### src/rtl/dds_wave_ctrl_pkg.sv
// Shared waveform codes, controller state encoding and small helpers for the DDS wave controller.
package dds_wave_ctrl_pkg;

  localparam logic [1:0] WAVE_SIN = 2'b00;
  localparam logic [1:0] WAVE_SQR = 2'b01;
  localparam logic [1:0] WAVE_TRI = 2'b10;

  typedef enum logic [1:0] {
    ST_IDLE = 2'd0,
    ST_RUN  = 2'd1,
    ST_PEND = 2'd2
  } state_e;

  // The unused request code 11 selects the sine table.
  function automatic logic [1:0] wave_map(input logic [1:0] req);
    return (req == 2'b11) ? WAVE_SIN : req;
  endfunction

  function automatic logic [1:0] wave_succ(input logic [1:0] w);
    case (w)
      WAVE_SIN: return WAVE_SQR;
      WAVE_SQR: return WAVE_TRI;
      default:  return WAVE_SIN;
    endcase
  endfunction

endpackage

### src/rtl/dds_wave_ctrl_phase_acc.sv
// Phase accumulator: carry becomes a registered wrap pulse, ROM address is registered from the phase.
// Address and sample_vld trail the phase update by one cycle; holds everything while en_i is low.
module dds_wave_ctrl_phase_acc #(
  parameter int PHASE_W = 32,
  parameter int ADDR_W  = 8
) (
  input  logic               clk_i,
  input  logic               rst_ni,
  input  logic               en_i,
  input  logic [PHASE_W-1:0] freq_i,
  output logic [ADDR_W-1:0]  rom_addr_o,
  output logic               sample_vld_o,
  output logic               wrap_o
);

  logic [PHASE_W-1:0] phase_q;
  logic [PHASE_W:0]   phase_d;
  logic [ADDR_W-1:0]  addr_q;
  logic               adv_d, adv_q;
  logic               svld_q;
  logic               wrap_q;

  assign phase_d = {1'b0, phase_q} + {1'b0, freq_i};
  // A zero increment leaves the phase untouched, so it does not count as a new sample.
  assign adv_d   = en_i & (freq_i != '0);

  always_ff @(posedge clk_i or negedge rst_ni) begin
    if (!rst_ni) begin
      phase_q <= '0;
      addr_q  <= '0;
      adv_q   <= 1'b0;
      svld_q  <= 1'b0;
      wrap_q  <= 1'b0;
    end else begin
      if (en_i) begin
        phase_q <= phase_d[PHASE_W-1:0];
      end
      wrap_q <= en_i & phase_d[PHASE_W];
      adv_q  <= adv_d;
      svld_q <= adv_q;
      addr_q <= phase_q[PHASE_W-1 -: ADDR_W];
    end
  end

  assign rom_addr_o   = addr_q;
  assign sample_vld_o = svld_q;
  assign wrap_o       = wrap_q;

endmodule

### src/rtl/dds_wave_ctrl.sv
// DDS sequencer: wave/frequency changes are shadowed and committed only at a phase wrap.
// Optional WAVE_AUTO_CYCLE_EN: rotate sin->square->tri every AUTO_WRAPS wraps.
module dds_wave_ctrl
  import dds_wave_ctrl_pkg::*;
#(
  parameter int PHASE_W = 32,
  parameter int ADDR_W  = 8
`ifdef WAVE_AUTO_CYCLE_EN
  ,
  parameter int AUTO_WRAPS = 16
`endif
) (
  input  logic               clk_i,
  input  logic               rst_ni,
  input  logic               en_i,
  input  logic [1:0]         wave_req_i,
  input  logic               wave_vld_i,
  output logic               wave_rdy_o,
  input  logic [PHASE_W-1:0] freq_word_i,
  input  logic               freq_load_i,
  output logic [1:0]         wave_o,
  output logic [ADDR_W-1:0]  rom_addr_o,
  output logic               sample_vld_o,
  output logic               wrap_o,
  output logic               pending_o
);

  state_e             state_q, state_d;
  logic [PHASE_W-1:0] freq_act_q, freq_act_d;
  logic [PHASE_W-1:0] freq_shd_q, freq_shd_d;
  logic               freq_pend_q, freq_pend_d;
  logic [1:0]         wave_q, wave_d;
  logic [1:0]         wave_nxt_q, wave_nxt_d;
  logic               wave_pend_q, wave_pend_d;
  logic               wave_rdy_q;
  logic               pending_q;
  logic               wrap;
  logic               wave_acc, wave_apply, freq_apply;
`ifdef WAVE_AUTO_CYCLE_EN
  logic [15:0]        cnt_q, cnt_d;
`endif

  dds_wave_ctrl_phase_acc #(
    .PHASE_W (PHASE_W),
    .ADDR_W  (ADDR_W)
  ) u_acc (
    .clk_i        (clk_i),
    .rst_ni       (rst_ni),
    .en_i         (en_i),
    .freq_i       (freq_act_q),
    .rom_addr_o   (rom_addr_o),
    .sample_vld_o (sample_vld_o),
    .wrap_o       (wrap)
  );

  // Only changes pending before the wrap cycle are committed by it.
  assign wave_acc   = wave_vld_i & wave_rdy_q;
  assign wave_apply = wrap & wave_pend_q;
  assign freq_apply = wrap & freq_pend_q;

  always_comb begin
    freq_shd_d  = freq_load_i ? freq_word_i : freq_shd_q;
    freq_act_d  = freq_act_q;
    freq_pend_d = freq_pend_q;
    if (state_q == ST_IDLE) begin
      // Nothing is running, so there is no period to protect.
      if (freq_load_i) begin
        freq_act_d = freq_word_i;
      end else if (freq_pend_q) begin
        freq_act_d = freq_shd_q;
      end
      freq_pend_d = 1'b0;
    end else if (freq_apply) begin
      freq_act_d  = freq_shd_q;
      freq_pend_d = freq_load_i;
    end else if (freq_load_i) begin
      freq_pend_d = 1'b1;
    end

    wave_nxt_d  = wave_acc ? wave_map(wave_req_i) : wave_nxt_q;
    wave_pend_d = wave_acc | (wave_pend_q & ~wave_apply);
    wave_d      = wave_q;
`ifdef WAVE_AUTO_CYCLE_EN
    cnt_d = cnt_q;
    if (wave_apply) begin
      wave_d = wave_nxt_q;
      cnt_d  = '0;
    end else if (wrap) begin
      if (cnt_q == 16'(AUTO_WRAPS - 1)) begin
        wave_d = wave_succ(wave_q);
        cnt_d  = '0;
      end else begin
        cnt_d = cnt_q + 16'd1;
      end
    end
`else
    if (wave_apply) begin
      wave_d = wave_nxt_q;
    end
`endif

    if (freq_act_d == '0) begin
      state_d = ST_IDLE;
    end else if (wave_pend_d | freq_pend_d) begin
      state_d = ST_PEND;
    end else begin
      state_d = ST_RUN;
    end
  end

  always_ff @(posedge clk_i or negedge rst_ni) begin
    if (!rst_ni) begin
      state_q     <= ST_IDLE;
      freq_act_q  <= '0;
      freq_shd_q  <= '0;
      freq_pend_q <= 1'b0;
      wave_q      <= WAVE_SIN;
      wave_nxt_q  <= WAVE_SIN;
      wave_pend_q <= 1'b0;
      wave_rdy_q  <= 1'b1;
      pending_q   <= 1'b0;
`ifdef WAVE_AUTO_CYCLE_EN
      cnt_q       <= '0;
`endif
    end else begin
      state_q     <= state_d;
      freq_act_q  <= freq_act_d;
      freq_shd_q  <= freq_shd_d;
      freq_pend_q <= freq_pend_d;
      wave_q      <= wave_d;
      wave_nxt_q  <= wave_nxt_d;
      wave_pend_q <= wave_pend_d;
      wave_rdy_q  <= ~wave_pend_d;
      pending_q   <= wave_pend_d | freq_pend_d;
`ifdef WAVE_AUTO_CYCLE_EN
      cnt_q       <= cnt_d;
`endif
    end
  end

  assign wave_o     = wave_q;
  assign wave_rdy_o = wave_rdy_q;
  assign wrap_o     = wrap;
  assign pending_o  = pending_q;

endmodule
### config.mk
export PLATFORM = sky130hd
export DESIGN_NAME = dds_wave_ctrl
export DESIGN_NICKNAME = d
export VERILOG_FILES = /design/src/rtl/dds_wave_ctrl_pkg.sv /design/src/rtl/dds_wave_ctrl_phase_acc.sv /design/src/rtl/dds_wave_ctrl.sv
export SDC_FILE = /design/constraint.sdc
export NUM_CORES = 1
export LEC_CHECK = 0
export BUFFER_PORTS_ARGS = -buffer_cell sky130_fd_sc_hd__buf_4
export CAP_MARGIN = 25
export CORE_UTILIZATION = 65
export DETAILED_ROUTE_END_ITERATION = 8
export GPL_TIMING_DRIVEN = 0
export PLACE_DENSITY = 0.82
export SLEW_MARGIN = 20
export SYNTH_ARGS = -nofsm -noshare
export SYNTH_HDL_FRONTEND = slang
export SYNTH_HIERARCHICAL = 1
export SYNTH_SLANG_ARGS = --single-unit
### constraint.sdc
create_clock -name clk_i -period 4.95 [get_ports clk_i]
set_input_delay 0.7425 -clock clk_i [delete_from_list [all_inputs] [get_ports clk_i]]
set_output_delay 0.7425 -clock clk_i [all_outputs]
set_load 0.01 [all_outputs]
Word-level counts from Yosys, hierarchy flattened:

Index checks and enable logic that the tools add are counted.

* reductions and logical operators: 3
* add/sub/neg operators: 1
* mux-type cells: 10
* bitwise gates (word level): 10
* equal/unequal tests: 1

Operator list (count)
* $mux W32: 4
* $add A32 B32 Y33: 1
* $logic_not A32 Y1: 1
* $reduce_bool A32 Y1: 1
* $and A1 B1 Y1: 6
* $mux W2: 3
* $mux W1: 3
* $eq A2 B2 Y1 const B: 1
* $logic_not A2 Y1: 1
* $not A1 Y1: 2
* $or A1 B1 Y1: 2

* word-level logic and storage cells: 39
* register bits after elaboration: 117
* bits of input ports: 39

Logic depth before layout (Yosys ltp):

Gate-level depths: netlist of the first run.

* depth in word-level cells: 7
* gate-level depth with buffers: 9
* gate-level depth less buffers: 9

Modules after synthesis:

Netlist of the first run, hierarchy kept.

By module, submodules not included
* dds_wave_ctrl: sequential area each 1853.0 um^2, cells each 339, instances 1, area an instance 3808.7 um^2
* dds_wave_ctrl_phase_acc: sequential area each 1076.0 um^2, cells each 359, instances 1, area an instance 3390.8 um^2

Worst setup path after synthesis of the first run:

Ideal clock, no wire load.

* path type: flip-flop to flip-flop
* start point: reg freq_act_q[0]
* end point: reg u_acc.phase_q[18]
* arrival time: 2283 ps
* setup time: 125 ps
* setup slack: 2542 ps
* stages on the path, launching flop included: 10
* cells stage by stage: dfrtp_1 ha_1 fa_1 a21oi_1 o211ai_1 a31oi_2 a31o_2 o21ai_1 xor2_1 mux2_2

* longest elaborated chain between the ends: 1

RTL lines
* start: declaration: RTL line dds_wave_ctrl.sv:29 `logic [PHASE_W-1:0] freq_act_q, freq_act_d;`
* start signal: assignment: RTL line dds_wave_ctrl.sv:127 `freq_act_q <= freq_act_d;`
* $add A32 B32 Y33: RTL line dds_wave_ctrl_phase_acc.sv:23 `assign phase_d = {1'b0, phase_q} + {1'b0, freq_i};`
* end signal: assignment: RTL line dds_wave_ctrl_phase_acc.sv:36 `phase_q <= phase_d[PHASE_W-1:0];`
* end: declaration: RTL line dds_wave_ctrl_phase_acc.sv:16 `logic [PHASE_W-1:0] phase_q;`

No other way between the ends.
A chain may end at the register's enable or synchronous reset.

Worst setup path after layout of the first run:

* start point: reg freq_act_q[0]
* end point: reg u_acc.phase_q[30]

The elaborated chain is that of the path after synthesis.

==> results of run 1 <==
[area by class of cell]
| cell class | instances | area (µm²) |
|---|---|---|
| Sequential cell | 117 | 2930 |
| Tap cell | 140 | 175 |
| Multi-Input combinational cell | 527 | 3950 |
| Fill cell | 719 | 2390 |
| Inverter | 15 | 56.3 |
| Clock inverter | 11 | 150 |
| Buffer | 39 | 269 |
| Clock buffer | 21 | 459 |
| Timing Repair Buffer | 53 | 422 |
[routing by layer]
| layer | vias up | routed length [µm] | global-route usage |
|---|---|---|---|
| met4 | 0 | 1070 | 0.207 |
| met5 | - | 0 | 0 |
| met1 | 3070 | 7960 | 0.452 |
| met3 | 81 | 1330 | 0.0845 |
| met2 | 299 | 9540 | 0.601 |
| li1 | 2783 | - | - |
[per-stage QoR]
| stage | instances | area [µm²] | utilization |
|---|---|---|---|
| 2_1_floorplan | 698 | 7200 | - |
| 3_3_place_gp | 890 | 7760 | 0.719 |
| 3_5_place_dp | 891 | 7800 | 0.722 |
| 4_1_cts | 923 | 8410 | 0.779 |
| 5_1_grt | 923 | 8410 | 0.779 |
| 6_report | 923 | 8410 | 0.779 |
[worst reg2reg max path: stages, from the launching register on]
cell,delay (ns)
sky130_fd_sc_hd__dfrtp_1,0.41
sky130_fd_sc_hd__ha_1,0.24
sky130_fd_sc_hd__fa_1,0.42
sky130_fd_sc_hd__a21oi_1,0.26
sky130_fd_sc_hd__o211ai_1,0.23
sky130_fd_sc_hd__a21boi_1,0.36
sky130_fd_sc_hd__a31oi_1,0.26
sky130_fd_sc_hd__o21ai_0,0.36
sky130_fd_sc_hd__and3_1,0.22
sky130_fd_sc_hd__o31ai_1,0.07
[state kept, by name, summed over array words and instances, names as in the netlist, 2 cells and up]
name	flops
freq_act_q	32
wave_nxt_q	2
state_q	2
freq_shd_q	32
wave_o	2
u_acc/rom_addr_o	8
u_acc/phase_q	32
[power groups by stage]
stage / sequential, W / clock, W / combinational (W)
6_report: 0.00175 / 0.00126 / 0.00398
5_1_grt: 0.00178 / 0.00131 / 0.00434
4_1_cts: 0.00173 / 0.00127 / 0.00390
3_5_place_dp: 0.00173 / 0 / 0.00385
3_3_place_gp: 0.00171 / 0 / 0.00368
2_1_floorplan: 0.00160 / 0 / 0.00300
[worst min-delay path by stage]
stage	startpoint	endpoint	slack [ns]
floorplan	u_acc/adv_q	u_acc/sample_vld_o	0.33
global placement	u_acc/adv_q	u_acc/sample_vld_o	0.33
detailed placement	u_acc/adv_q	u_acc/sample_vld_o	0.37
CTS	rst_ni	u_acc/rom_addr_o[7]	0.18
global route	rst_ni	u_acc/rom_addr_o[1]	0.19
finish	rst_ni	u_acc/rom_addr_o[1]	0.16
[cells by family after synthesis]
logic type,synth area share
flops,0.407
buf+inv,0.0452
mux,0.135
simple gates,0.122
xor+xnor,0.0268
fa+ha+maj,0.0584
compound gates,0.205
[layout by cell type (no fill, tap or decap), drive strengths merged, types with 11 or more instances in the layout]
master  Yosys  routed
dfrtp     116     116
buf        21      74
mux2       60      60
o21ai      54      54
a21oi      40      40
clkbuf     17      38
nand2      37      37
ha         32      32
nor2       30      30
mux2i      29      29
nor2b      28      28
a211oi     25      25
o22ai      24      24
inv        15      16
xnor2      14      14
o211ai     13      13
nor4       12      12
nand3      11      11
==> reports/results.txt, run 1 <==
After the first detailed-routing iteration, the DRC count stood at 494. The Yosys step of the flow raised 6 warnings. The floorplan step set the die width to 107 µm. Yosys instantiated no cell more often than sky130_fd_sc_hd__dfrtp_1. The floorplan step defined a core boundary enclosing 10800 µm². The setup check on the worst reg-to-reg path leaves a slack of 1.99 ns. The part of the cycle the worst path needs is 0.598. The logs give 14.1 mm for the total half-perimeter wirelength after legalization and detailed placement and 770 for the net count of the mapped netlist.

The logs give 0 for the buffer count from post-CTS setup fixing and 0 for the remaining global-route overflow. For the power share of the combinational group, the log shows 0.570. Synthesis produced 698 cells. After clock tree synthesis, the repair step resized 0 gates. The biggest area contributor in the post-synthesis netlist is sky130_fd_sc_hd__dfrtp_1. The largest stage delay on the critical path is 0.42 ns, and the vias after detailed routing is 6233.

The clock transition time at the flip-flop clock pins of the worst setup and hold paths was 0.06 ns; the worst reg-to-reg path cell count was 9. The number of enable flip-flop cells after synthesis is 0, and the maximum frequency from static timing analysis is 338 MHz. The part of the power in registers is 0.250, and the final count of hold timing violations is 0. The logs give 0.591 for the relative max-transition margin and 0 for the count of final max-slew check failures. The worst voltage drop across the vdd grid is 0.000516 V, and the slew at the pin closest to its max-slew limit is 0.614 ns. The number of clock buffers added by TritonCTS is 17. Walking the worst path, the cells encountered are ha_1 > fa_1 > a21oi_1 > o211ai_1 > a21boi_1 > a31oi_1 > o21ai_0 > and3_1 > o31ai_1.

For the via count of the first global-routing pass, the log shows 6199. Least setup slack across all paths after layout: 1.99 ns. Max-cap violations in this run came to 0. The run finished with clean final reports. The worst setup path is launched from a flop. Pin count of the biggest net entering global routing: 66.

The cell chosen for the clock root is sky130_fd_sc_hd__clkbuf_8. The internal power contribution is 0.00388 W, and the final estimated routing congestion in global placement is 0.911. The share of flip-flops with an asynchronous set or reset was 1.00. The clock power share was 0.180. The count of buffer and inverter cells on the critical path was 0.

The run gives 842 as the final net count. Wire length per cell after detailed routing: 21.6 µm. The analysis attributes to cell leakage a power of 3.73 nW.

Total negative slack: 0 ns. The effective utilization at floorplan came out at 0.667. In this run the power density over the cells is 830 nW/µm². The smallest clock period supported by the final layout is computed as 2.96 ns. For the worst-skew pair, the clock arrives at the later sink with an insertion delay of 0.54 ns. The tools report the worst path required time as 5.34 ns. Setup repair after global routing left no endpoint under its margin. The minimum hold slack was 0.159 ns. Tracing the worst setup path back leads to its startpoint at freq_act_q[0]. For the worst setup path, the data arrival time is 3.35 ns. The die outline area came out at 11500 µm². Setup violations remaining at the end of the flow were counted as 0. In this run the core area contains 38 standard-cell rows. Ranked by instance count, the synthesized netlist is headed by sky130_fd_sc_hd__dfrtp_1 (116), sky130_fd_sc_hd__mux2_2 (53), sky130_fd_sc_hd__o21ai_0 (50). The critical path runs through a total of 9 cells. Before CTS, the worst setup slack after placement is 2.11 ns. The mapped netlist covers 7200 µm². Synthesis instantiated 72 different standard cells from the library. In this run the critical register-to-register path is launched from freq_act_q[0]. The total routing usage reported by global routing was 0.369; the fraction of post-synthesis cell area in the top cell type by area was 0.403. Dividing the synthesized area by the synthesized cell count gives 10.3 µm². In the synthesized netlist the dominant register cell turns out to be sky130_fd_sc_hd__dfrtp_1. The path class of the tightest hold or removal check is in2async. TritonCTS built the clock tree. In this run the worst setup path terminates at u_acc/phase_q[30].

The number of vias per cell after detailed routing was 6.75. In this run the critical register-to-register path is captured at u_acc/phase_q[30]. The kind of cell with the highest combined delay along the critical path is compound AO/OA/AOI/OAI gates.

The switching share of total power works out to 0.443. After synthesis the netlist holds a flip-flop and latch count of 117. The number of antenna diodes in the final layout is 0.

The H-tree was split into 4 levels. Summed over all layers, the routed wires come to 19.9 mm. The wire length of the first global-routing pass came out at 31.8 mm. The kind of critical path was reg2reg. Clock tree synthesis found a total of 117 sinks. The detail route stage leaves a number of antenna-violating nets equal to 0. In this run the count of I/O pins placed on the die edge is 53. In the post-synthesis netlist, the biggest area contributors are sky130_fd_sc_hd__dfrtp_1 (40%), sky130_fd_sc_hd__mux2_2 (8.3%), sky130_fd_sc_hd__ha_1 (5.6%).

The clock passes through at most 2 buffers. The initial antenna violation count was 0. Portion of the post-synthesis area used by sequential elements: 0.407.

The number of buffers added on ports is 52, and the fraction of layout cells with a size suffix above 1 is 0.236. The category of the worst setup path capture point is a flop. The DRC violations left is 0. For this design, the CTS-stage hold fixing added 0 buffers. The cell type of the slowest stage on the worst timing path is sky130_fd_sc_hd__fa_1.

The net switching component of the power was 0.00310 W; the length of the first detailed-routing pass in iterations was 6. The largest driver fanout on the critical path works out to 4. The vertical die dimension was 107 µm; the final worst clock skew was 0.0108 ns. The overall power of the completed layout was 0.00698 W; the area overhead of the layout relative to synthesis was 16.8%.
No activity file was read; power rests on OpenSTA's default activity.
==> run 2: changes to the inputs <==
- CORE_UTILIZATION: 65 -> 61
- PLACE_DENSITY: 0.82 -> 0.78
- clock period: 4.95 -> 2.8 ns (I/O delays scaled with it)
==> run 2 against run 1 <==
Net effect: sequential power increased by 75%; critical path depth unchanged; non-clock buffer count increased by 4; maximum frequency increased by 11%; first-iteration DRC count increased by 7.3%; utilization decreased by 3.5 points; clock skew decreased by 0.0021 ns; largest cell class unchanged; final area increased by 1.5%; die area increased by 6.4%.
==> reports/results.txt, run 2 (same netlist as run 1, synthesis figures left out) <==
The flow ran to the end, and the final reports show no timing, DRC or antenna violations. The final count of hold timing violations is 0 (unchanged), and the power share of the combinational group is 0.561 (was 0.570). The logs give 530 (was 494) for the number of design-rule violations left by the first detailed-router iteration and 14.2 mm (was 14.1 mm) for the total half-perimeter wirelength after legalization and detailed placement. The run gives 0.197 (was 0.180) as the clock power share.

The tools report the cell chosen for the clock root as sky130_fd_sc_hd__clkbuf_16 (was sky130_fd_sc_hd__clkbuf_8). Data arrival at the endpoint of the critical path: 2.94 ns (was 3.35 ns). The clock network latency to the later pin of the worst-skew pair is 0.43 ns (was 0.54 ns), and the total power per unit cell area is 1490 nW/µm² (was 830 nW/µm²).

Regs by FF count: freq_act_q: 32 flops, freq_shd_q: 32 flops, u_acc/phase_q: 32 flops (unchanged). The wire length per cell after detailed routing was 21.5 µm (was 21.6 µm). The tools report the least setup slack across all paths after layout as 0.126 ns (was 1.99 ns).

The overall power of the completed layout was 0.0127 W (was 0.00698 W). Kind of critical path: reg2reg (unchanged). The number of buffers added on ports works out to 52 (unchanged). The startpoint identified for the worst hold timing path is freq_word_i[20].

Commonest non-fill, non-tap cells in the layout: sky130_fd_sc_hd__dfrtp_1 (116), sky130_fd_sc_hd__buf_4 (58), sky130_fd_sc_hd__mux2_2 (53), sky130_fd_sc_hd__o21ai_0 (49), sky130_fd_sc_hd__a21oi_1 (38) (was sky130_fd_sc_hd__dfrtp_1 (116), sky130_fd_sc_hd__buf_4 (55), sky130_fd_sc_hd__mux2_2 (53), sky130_fd_sc_hd__o21ai_0 (50), sky130_fd_sc_hd__a21oi_1 (39)). The internal power contribution was 0.00721 W (was 0.00388 W); the number of diodes was 0 (unchanged). Detailed-route wire length: 20.0 mm (was 19.9 mm).

The worst setup path startpoint is freq_act_q[0] (unchanged). The tools report the total routing usage reported by global routing as 0.344 (was 0.369). The fraction of layout cells with a size suffix above 1 was 0.244 (was 0.236); the total of max-cap violations was 0 (unchanged). For the final count of negative-setup-slack endpoints, the log shows 0 (unchanged).

The core area came out at 11500 µm² (was 10800 µm²). The run gives 0.13 ns (was 1.99 ns) as the worst setup slack for register-to-register paths. The worst reg-to-reg path cell count was 9 (unchanged). Launch point of the worst reg-to-reg path: freq_act_q[0] (unchanged).

The switching share of total power is 0.431 (was 0.443). TritonCTS built the clock tree. The DRC violations left is 0 (unchanged). The logs give 3.79 nW (was 3.73 nW) for the cell leakage power and 4 (unchanged) for the H-tree level count. The clock transition time at the flip-flop clock pins of the worst setup and hold paths was 0.06 ns (about the same); the site row count was 39 (was 38). The remaining global-route overflow was 0 (unchanged). The tools report the wire length of the first global-routing pass as 32.5 mm (was 31.8 mm). The tools report the kind of start point of the critical path as a flop (unchanged). Length of the first detailed-routing pass in iterations: 7 (was 6). The final net count is 846 (was 842), and the net switching component of the power is 0.00547 W (was 0.00310 W). The number of vias per cell after detailed routing works out to 6.68 (was 6.75). The count of final max-slew check failures came out at 0 (unchanged). The initial antenna violation count was 0 (unchanged). The number of CTS-inserted buffers was 17 (unchanged); the via count of the first global-routing pass was 6328 (was 6199).

The tools report the worst path required time as 3.07 ns (was 5.34 ns). The worst-case hold path end point is freq_shd_q[20]. The tools report the category of the worst setup path capture point as a flop (unchanged). The commonest non-fill, non-tap cell in the layout is sky130_fd_sc_hd__dfrtp_1 (unchanged).

The number of nets still failing antenna checks after routing was 0 (unchanged). The part of the power in registers is 0.241 (was 0.250), and the horizontal die dimension is 111 µm (was 107 µm). The vias after detailed routing is 6213 (was 6233). Minimum hold slack: 0.231 ns (was 0.159 ns).

The final estimated routing congestion in global placement is 0.892 (was 0.911). The pin count of the biggest net entering global routing came out at 70 (was 66). Largest driver fanout on the critical path: 5 (was 4). The slew at the pin closest to its max-slew limit was 0.690 ns (was 0.614 ns). The minimum clock period came out at 2.67 ns (was 2.96 ns). The type of the most critical hold path was in2reg (was in2async). The die outline area was 12200 µm² (was 11500 µm²); the buffer depth of the longest clock path was 2 (unchanged). The vertical die dimension works out to 111 µm (was 107 µm). The maximum frequency from static timing analysis is 374 MHz (was 338 MHz), and the total clock sinks is 117 (unchanged).

The destination of the worst register-to-register timing path is u_acc/wrap_o (was u_acc/phase_q[30]). The final worst clock skew came out at 0.00871 ns (was 0.0108 ns). The part of the cycle the worst path needs was 0.955 (was 0.598). The tools report the worst voltage drop across the vdd grid as 0.00102 V (was 0.000516 V).

The effective utilization at floorplan is 0.628 (was 0.667), and the top-level port count is 53 (unchanged). The area overhead of the layout relative to synthesis is 18.5% (was 16.8%). The depth of the worst hold-timing path came out at 2. The worst slack after detailed placement was -0.0560 ns (was 2.11 ns); the relative max-transition margin was 0.540 (was 0.591).
-- run 2: layer usage --
metal | vias up | GRT usage | part of all wire
li1 | 2783 | - | -
met1 | 3047 | 0.439 | 0.41
met2 | 313 | 0.540 | 0.47
met3 | 70 | 0.0812 | 0.076
met4 | 0 | 0.187 | 0.043
met5 | - | 0 | 0
-- run 2: critical path, stage by stage (launching register included) --
cell	delay, ns
sky130_fd_sc_hd__dfrtp_1	0.43
sky130_fd_sc_hd__ha_1	0.26
sky130_fd_sc_hd__fa_1	0.43
sky130_fd_sc_hd__a21oi_2	0.21
sky130_fd_sc_hd__o211ai_1	0.19
sky130_fd_sc_hd__a31oi_2	0.24
sky130_fd_sc_hd__a31o_4	0.25
sky130_fd_sc_hd__a31oi_4	0.10
sky130_fd_sc_hd__a221oi_1	0.31
sky130_fd_sc_hd__nor2_1	0.11
-- run 2: area by class of cell --
type	count	area [µm²]
buffer	39	269
clock buffer	19	443
clock inverter	13	228
fill	785	2940
inverter	15	56.3
multi-input combinational	527	3970
sequential	117	2930
tap	143	179
timing repair buffer	57	454
-- run 2: what timing repair did --
item                                   CTS  global route
endpoints found under the hold margin   48             0
cloned                                   0             0
resized for setup                        3             3
pin swaps                                0             2
hold buffers                             1             0
buffers inserted                         0             3
setup endpoints to repair                3             6
-- run 2: per-stage QoR --
| step | TNS [ns] | std cells | utilization | cell area [µm²] |
|---|---|---|---|---|
| finish | 0 | 930 | 0.744 | 8530 |
| global placement | 0 | 893 | 0.677 | 7770 |
| detailed placement | -0.0605 | 894 | 0.680 | 7800 |
| floorplan | 0 | 698 | - | 7200 |
| global route | -0.0125 | 930 | 0.744 | 8530 |
| CTS | 0 | 927 | 0.741 | 8490 |
-- run 2: how the worst max path moves through the flow --
stage                              to  slack, ns  cells after the start
global placement         u_acc/wrap_o       0.06                      9
finish                   u_acc/wrap_o       0.13                      9
detailed placement  u_acc/phase_q[30]      -0.06                      9
CTS                      u_acc/wrap_o      0.008                      9
floorplan           u_acc/phase_q[18]       0.39                      9
global route             u_acc/wrap_o      -0.01                      9
-- run 2: power by group through the flow --
stage	Combinational, W	Sequential (W)	Clock, W
5_1_grt	0.00776	0.00312	0.00258
3_3_place_gp	0.00653	0.00303	0
6_report	0.00711	0.00306	0.00250
2_1_floorplan	0.00530	0.00283	0
3_5_place_dp	0.00675	0.00307	0
4_1_cts	0.00687	0.00304	0.00251
